==> src/rtl/cache_miss_ctrl.sv <==
// cache_miss_ctrl: miss-handling controller for a 4-way set-associative cache.
// On a CPU miss it picks a victim way (an invalid way first, otherwise the LRU
// choice), writes the victim back when valid and dirty, fills the line and
// returns to CHECK where the replayed access hits.
module cache_miss_ctrl #(
   parameter int PMEM_TIMEOUT = 0,   // 0 disables the pmem wait timeout
   parameter int CNT_W        = 16
) (
   input  logic             clk,
   input  logic             rst_n,
   input  logic             mem_read,
   input  logic             mem_write,
   input  logic [3:0]       hit_vec,
   input  logic [3:0]       valid_vec,
   input  logic [3:0]       dirty_vec,
   input  logic [1:0]       lru_select,
   output logic             mem_resp,
   output logic             pmem_read,
   output logic             pmem_write,
   input  logic             pmem_resp,
   output logic             pmem_addr_sel,
   output logic [3:0]       way_load,
   output logic [3:0]       dirty_set,
   output logic [3:0]       dirty_clr,
   output logic [1:0]       victim_way,
   output logic             err,
   output logic [CNT_W-1:0] miss_count,
   output logic [CNT_W-1:0] wb_count
);

   // Wide enough to hold PMEM_TIMEOUT-1; one bit when the timeout is disabled.
   localparam int WAIT_W = (PMEM_TIMEOUT > 1) ? $clog2(PMEM_TIMEOUT + 1) : 1;

   typedef enum logic [1:0] {
      S_CHECK     = 2'd0,
      S_WRITEBACK = 2'd1,
      S_FILL      = 2'd2
   } state_t;

   state_t             r_state;
   state_t             w_next_state;
   logic [1:0]         r_victim_way;
   logic               r_err;
   logic [CNT_W-1:0]   r_miss_count;
   logic [CNT_W-1:0]   r_wb_count;
   logic [WAIT_W-1:0]  r_wait_cnt;

   logic               w_req;
   logic               w_hit;
   logic               w_miss;
   logic [1:0]         w_victim;
   logic               w_victim_dirty;
   logic               w_timeout;
   logic [3:0]         w_victim_onehot;

   assign w_req  = mem_read | mem_write;
   assign w_hit  = |hit_vec;
   assign w_miss = (r_state == S_CHECK) && w_req && !w_hit;

   // Victim choice: lowest-index invalid way wins, else the LRU tracker's pick.
   always_comb begin
      // NOTE: every variable written in a combinational block gets a default
      // first, so no path leaves it unassigned and no latch is inferred.
      w_victim = lru_select;
      for (int i = 3; i >= 0; i--) begin
         if (!valid_vec[i]) w_victim = 2'(i);
      end
   end

   // An invalid victim is never dirty, so the invalid-way path always fills.
   assign w_victim_dirty = valid_vec[w_victim] & dirty_vec[w_victim];

   // Timeout fires on the last allowed wait cycle that still has no response.
   assign w_timeout = (PMEM_TIMEOUT != 0) && (r_state != S_CHECK) && !pmem_resp &&
                      (r_wait_cnt == WAIT_W'(PMEM_TIMEOUT - 1));

   assign w_victim_onehot = 4'b0001 << r_victim_way;

   // State register; async reset drops every strobe at once.
   always_ff @(posedge clk or negedge rst_n) begin
      // NOTE: sequential state uses non-blocking assignments so every register
      // samples pre-edge values regardless of statement order.
      if (!rst_n) r_state <= S_CHECK;
      else        r_state <= w_next_state;
   end

   // Next-state logic.
   always_comb begin
      w_next_state = r_state;
      case (r_state)
         S_CHECK: begin
            if (w_miss) w_next_state = w_victim_dirty ? S_WRITEBACK : S_FILL;
         end
         S_WRITEBACK: begin
            if (pmem_resp)      w_next_state = S_FILL;
            else if (w_timeout) w_next_state = S_CHECK;
         end
         S_FILL: begin
            if (pmem_resp || w_timeout) w_next_state = S_CHECK;
         end
         default: w_next_state = S_CHECK;
      endcase
   end

   // Victim latch, saturating counters, wait counter and sticky error flag.
   always_ff @(posedge clk or negedge rst_n) begin
      if (!rst_n) begin
         r_victim_way <= 2'd0;
         r_err        <= 1'b0;
         r_miss_count <= '0;
         r_wb_count   <= '0;
         r_wait_cnt   <= '0;
      end else begin
         if (w_miss) begin
            r_victim_way <= w_victim;
            r_wait_cnt   <= '0;
            if (r_miss_count != '1) r_miss_count <= r_miss_count + 1'b1;
            if (w_victim_dirty && (r_wb_count != '1)) r_wb_count <= r_wb_count + 1'b1;
         end else if ((r_state == S_WRITEBACK) && pmem_resp) begin
            r_wait_cnt <= '0;   // fresh budget for the fill
         end else if ((r_state != S_CHECK) && !pmem_resp && !w_timeout) begin
            r_wait_cnt <= r_wait_cnt + 1'b1;
         end
         if (w_timeout) r_err <= 1'b1;
      end
   end

   // Output decode from state and the current-cycle inputs.
   always_comb begin
      mem_resp      = 1'b0;
      pmem_read     = 1'b0;
      pmem_write    = 1'b0;
      pmem_addr_sel = 1'b0;
      way_load      = 4'b0000;
      dirty_set     = 4'b0000;
      dirty_clr     = 4'b0000;
      case (r_state)
         S_CHECK: begin
            if (w_req && w_hit) begin
               mem_resp = 1'b1;
               if (mem_write) dirty_set = hit_vec;
            end
         end
         S_WRITEBACK: begin
            pmem_write    = 1'b1;
            pmem_addr_sel = 1'b1;
            if (pmem_resp) dirty_clr = w_victim_onehot;
         end
         S_FILL: begin
            pmem_read = 1'b1;
            if (pmem_resp) way_load = w_victim_onehot;
         end
         default: ;
      endcase
   end

   assign victim_way = r_victim_way;
   assign err        = r_err;
   assign miss_count = r_miss_count;
   assign wb_count   = r_wb_count;

endmodule

==> config.mk <==
export PLATFORM = sky130hd
export DESIGN_NAME = cache_miss_ctrl
export DESIGN_NICKNAME = d
export VERILOG_FILES = /design/src/rtl/cache_miss_ctrl.sv
export SDC_FILE = /design/constraint.sdc
export NUM_CORES = 1
export LEC_CHECK = 0
export ABC_AREA = 1
export CAP_MARGIN = 20
export CORE_MARGIN = 2
export CORE_UTILIZATION = 30
export CTS_BUF_LIST = sky130_fd_sc_hd__clkbuf_8
export DETAILED_ROUTE_END_ITERATION = 10
export PLACE_DENSITY_LB_ADDON = 0.12
export SETUP_SLACK_MARGIN = 0.1
export SLEW_MARGIN = 5
export SYNTH_ARGS = -nofsm -noshare
export SYNTH_HDL_FRONTEND = slang
export SYNTH_SLANG_ARGS = --single-unit
==> constraint.sdc <==
create_clock -name clk -period 2.85 [get_ports clk]
set_clock_uncertainty 0.1 [all_clocks]
set_input_delay 0.57 -clock clk [delete_from_list [all_inputs] [get_ports clk]]
set_output_delay 0.57 -clock clk [all_outputs]
set_load 0.02 [all_outputs]
## Yosys cells after proc, flatten, opt, wreduce, memory -nomap -nowiden

Index checks and enable logic that the tools add are counted.

| storage, ports and cells | value |
|---|---|
| flip-flop bits (word level) | 36 |
| bits in latches | 0 |
| memory bits (writable) | 0 |
| bits in read-only memories | 0 |
| bits of input ports | 19 |
| word-level logic and storage cells | 50 |
| memories kept | 0 |

| cells by class | value |
|---|---|
| $add $sub $neg | 2 |
| multiply operators | 0 |
| div/mod/pow operators | 0 |
| order comparisons | 1 |
| equality and inequality tests | 7 |
| shift operators | 1 |
| muxes and demuxes | 23 |
| bitwise operators | 2 |
| reductions and logical operators | 10 |

Operator list:

| kind | count |
|---|---|
| adder 16 x 1 -> 16 bit (second input constant) | 2 |
| != test 16 bit (second input constant) | 2 |
| 2-to-1 mux 4 bit | 6 |
| 2-to-1 mux 2 bit | 8 |
| 2-to-1 mux 1 bit | 6 |
| != test 2 bit (second input constant) | 3 |
| case mux 2 bit (3 select lines) | 1 |
| binary-select mux 1 bit (select 2 bit) | 2 |
| logical AND 1 bit | 4 |
| AND reduction 2 bit | 2 |
| OR reduction 4 bit | 1 |
| << shifter 1 x 2 -> 4 bit (first input constant) | 1 |
| less-than comparator 2 x 3 -> 1 bit (second input constant) | 1 |
| AND reduction 3 bit | 1 |
| equality test 2 x 1 -> 1 bit (second input constant) | 1 |
| equality test 2 bit (second input constant) | 1 |
| logical NOT 2 bit | 1 |
| AND 1 bit | 1 |
| logical NOT 1 bit | 1 |
| bitwise OR 1 bit | 1 |

## Depth between registers and ports, before layout

| depth | value |
|---|---|
| word-level depth | 10 |
| depth in mapped cells | 12 |
| mapped depth without buffers | 11 |

## Worst setup path before layout

No wires, ideal clock.

| timing path | value |
|---|---|
| path type | register -> output |
| from | reg r_state[0] |
| to | out dirty_clr[0] |
| arrival time | 1.259 ns |
| required time | 2.180 ns |
| slack | 0.921 ns |
| cell stages (with the launch flop) | 5 |
| path buffers | 0 |
| path through | dfrtp_1 > inv_1 > nor2_1 > inv_1 > nor2_1 |

| on the way | value |
|---|---|
| word-level cells in the longest chain between the ends | 2 |

RTL lines:

| element | line | text |
|---|---|---|
| from (decl) | 40 | `state_t r_state;` |
| from (signal assigned) | 84 | `else r_state <= w_next_state;` |
| equality test 2 x 1 -> 1 bit | 137 | `case (r_state)` |
| 2-to-1 mux 4 bit | 137 |  |
| to (decl) | 24 | `output logic [3:0] dirty_clr,` |

Every way passes these cells.

## Final worst setup path

| timing path | value |
|---|---|
| from | in mem_write |
| to | out dirty_set[3] |

| on the way | value |
|---|---|
| word-level cells in the longest chain between the ends | 4 |

RTL lines:

| element | line | text |
|---|---|---|
| from (decl) | 12 | `input logic mem_write,` |
| bitwise OR 1 bit | 56 | `assign w_req = mem_read \| mem_write;` |
| logical AND 1 bit | 139 | `if (w_req && w_hit) begin` |
| 2-to-1 mux 4 bit * | 139 |  |
| 2-to-1 mux 4 bit * | 137 |  |
| to (decl) | 23 | `output logic [3:0] dirty_set,` |

Mark *: on every way between the ends. The rest lies on a longest branch, timed or not.

==> metrics.md <==
| Metric | Value |
|---|---|
| Max Slew Vio Count | 0 |
| Measured slew at the worst slew-check pin | slightly above 0.8 ns |
| Post-route ant nets | 0 |
| CTS sink cnt | 36 |
| Die Y | 92.5 µm |
| Layout fillers | about 800 |
| IO buf count | 68 |
| Lkg Pwr | about 1.6 nW |
| CTS tree | built |
| Max Root-Sink Buffers | 2 |
| Inserted Clock Buffers | 5 |
| Global-route wire length before repair | 10600 µm |
| PD cells | 500 nW/µm² |
| Synth area leaders | dfrtp_1, nand2_1, nor2_1 |
| H-tree levels | 2 |
| DPL Wire Length | 4440 µm |
| Max_cap viols | 0 |
| Area grow syn2layout | 36.6% |
| Total die area | between 8000 and 9000 µm² |
| Final Critical Period | 2.66 ns |
| DRT iter0 DRCs | 103 |
| DRC | 0 |
| FP Rows | 32 |
| Fraction of layout cells with a size suffix above 1 | under 10% |
| Startpoint Class | primary input |
| Synth warn | 0 |
| FF/Latch Area | ~900 µm² |
| Vias/cell | roughly 4.6 |
| Syn avg cell area | between 7 and 8 µm² |
| Crit. End Element | output port |
| Yosys cell types | 28 |
| GP Congestion | 0.801 |
| Main synth FF type | dfrtp_1 |
| Worst-skew pair later-pin latency | 0.29 ns |
| GRT Util Overall | between 15 and 20% |
| Max FO, Critical Path | 3 |
| Run status | complete, no violations |
| Largest net degree at the start of global routing | 37 |
| Worst Hold Class | primary input to async pin |
| Mapped cell area | around 2300 µm² |
| Critical Path RT | between 2 and 2.5 ns |
| Ant. Diodes | 0 |
| Mapped Cells | 330 |
| Core area | between 7000 and 8000 µm² |
| Dpl cells | between 400 and 500 |
| Vias | around 2300 |
| Count leader, synth | nand2_1 |
| Final Cycle Share | about 93% |
| Register area share after synthesis | between 30% and 40% |
| Area taken by multi-input logic gates | 1230 µm² |
| Clock-pin slew on the worst setup and hold paths | roughly 0.070 ns |
| Vias in the first global route | 2186 |
| Ys async rst share | 100% |
| CTS Hold Bufs | 0 |
| Leading area contributor after synthesis | dfrtp_1 |
| Post-Route WL | just over 6000 µm |
| Synth cell count leaders | nand2_1, nor2_1, inv_1, dfrtp_1, nand4_1 |
| Die width | around 92 µm |
| Net Count, Synth | 351 |
| Final Hold Viols | 0 |
| Post-cts gate resize count | 0 |
| RSZ-0062 raised after global routing | false |
| WS Path Type | primary input to output port |
| Setup TNS | 0 ns |
| DRT Pass-1 Iters | 4 |
| IO Pins | 70 |
| Non-filler cells, final | about 500 |
| Per-cell routed wire length | 12.2 µm |
| Fin nets | ~420 |
| Area after DPL | 3110 µm² |
| Fmax achieved | 376 MHz |
| # setup viols final | 0 |
| Overflow after GRT | 0 |
| Clk root buf | clkbuf_8 |
| Area share of the largest cell type after synthesis | between 30% and 40% |
| Slew HR | roughly 45% |
| Initial core utilization | between 30% and 40% |
| Number of setup buffers added after CTS | 0 |
| Worst Path Arrival | 1.99 ns |
| Post-synth EDFFs | 0 |
| Initial antenna violation count | 0 |
| Synthesized flop and latch total | 36 |
| Worst VDD drop | 0.200 mV |
| Design area | ~3200 µm² |
## stage by stage
stage	power, mW	util [%]	hold WS [ns]	worst slack (ns)
after CTS	1.63	41.7	0.311	0.167
after global routing	1.72	41.9	0.334	0.118
after detailed placement	1.27	40.7	0.425	0.171
final	1.60	41.9	0.268	0.189
after global placement	1.26	40.7	0.419	0.200
after floorplan	0.989	-	0.174	0.921
## sequential cells by signal, summed over array words and instances, names as in the netlist
name,count
r_state,2
miss_count,16
victim_way,2
wb_count,16
## cells by family after synthesis
group / synth area share [%]
buffers and inverters: 9.01
adder cells (fa/ha/maj): 1.07
XOR/XNOR: 8.21
flip-flops: 38.4
other: 0.160
AND/OR/NAND/NOR: 40.6
AO/OA/AOI/OAI: 2.56
## layer usage
metal / vias to the layer above / global-route usage, % / share of wire [%]
li1: 1184 / - / -
met1: 1038 / 20.9 / 49
met2: 65 / 23.8 / 44
met3: 4 / 3.50 / 6.3
met4: 0 / 4.10 / 0.90
met5: - / 0 / 0
## path summary, 6_finish.rpt
check                      slack (ns)             end  depth (start not counted)     startpoint
min in group clk                 0.43   miss_count[2]                          1  miss_count[2]
setup / recovery                 0.19    dirty_set[3]                          4      mem_write
max in group asynchronous        1.86   miss_count[9]                          1          rst_n
hold reg to reg                  0.43   miss_count[2]                          1  miss_count[2]
hold / removal                   0.27  miss_count[15]                          1          rst_n
setup reg to reg                 0.89  miss_count[14]                          8  miss_count[0]
## report_power, final
group / switching, mW / internal [mW]
sequential: 0.0846 / 0.579
clock: 0.187 / 0.163
combinational: 0.331 / 0.259
## worst max-delay path, stage by stage
cell	delay [ns]
clkdlybuf4s50_1	0.51
inv_1	0.07
nor3_1	0.20
clkdlybuf4s50_1	0.64
## layout by cell type, fill, tap and decap left out, types with 6 or more instances in the layout
cell type,count
nor3_1,6
o21ai_0,7
dlymetal6s2s_1,6
dfrtp_1,36
xor2_1,17
inv_1,40
nand3_1,19
clkdlybuf4s50_1,61
nand4_1,25
nand2_1,103
nor2_1,46
## final cells by class
class	instances	share of cell area, %
flip-flops and latches	36	28.1
repair buffers	71	22.2
clock buffers	5	2.15
well taps	102	3.98
clock inverters	2	0.273
multi-input cells	246	38.5
inverters	40	4.76
No activity file was read; power rests on OpenSTA's default activity.
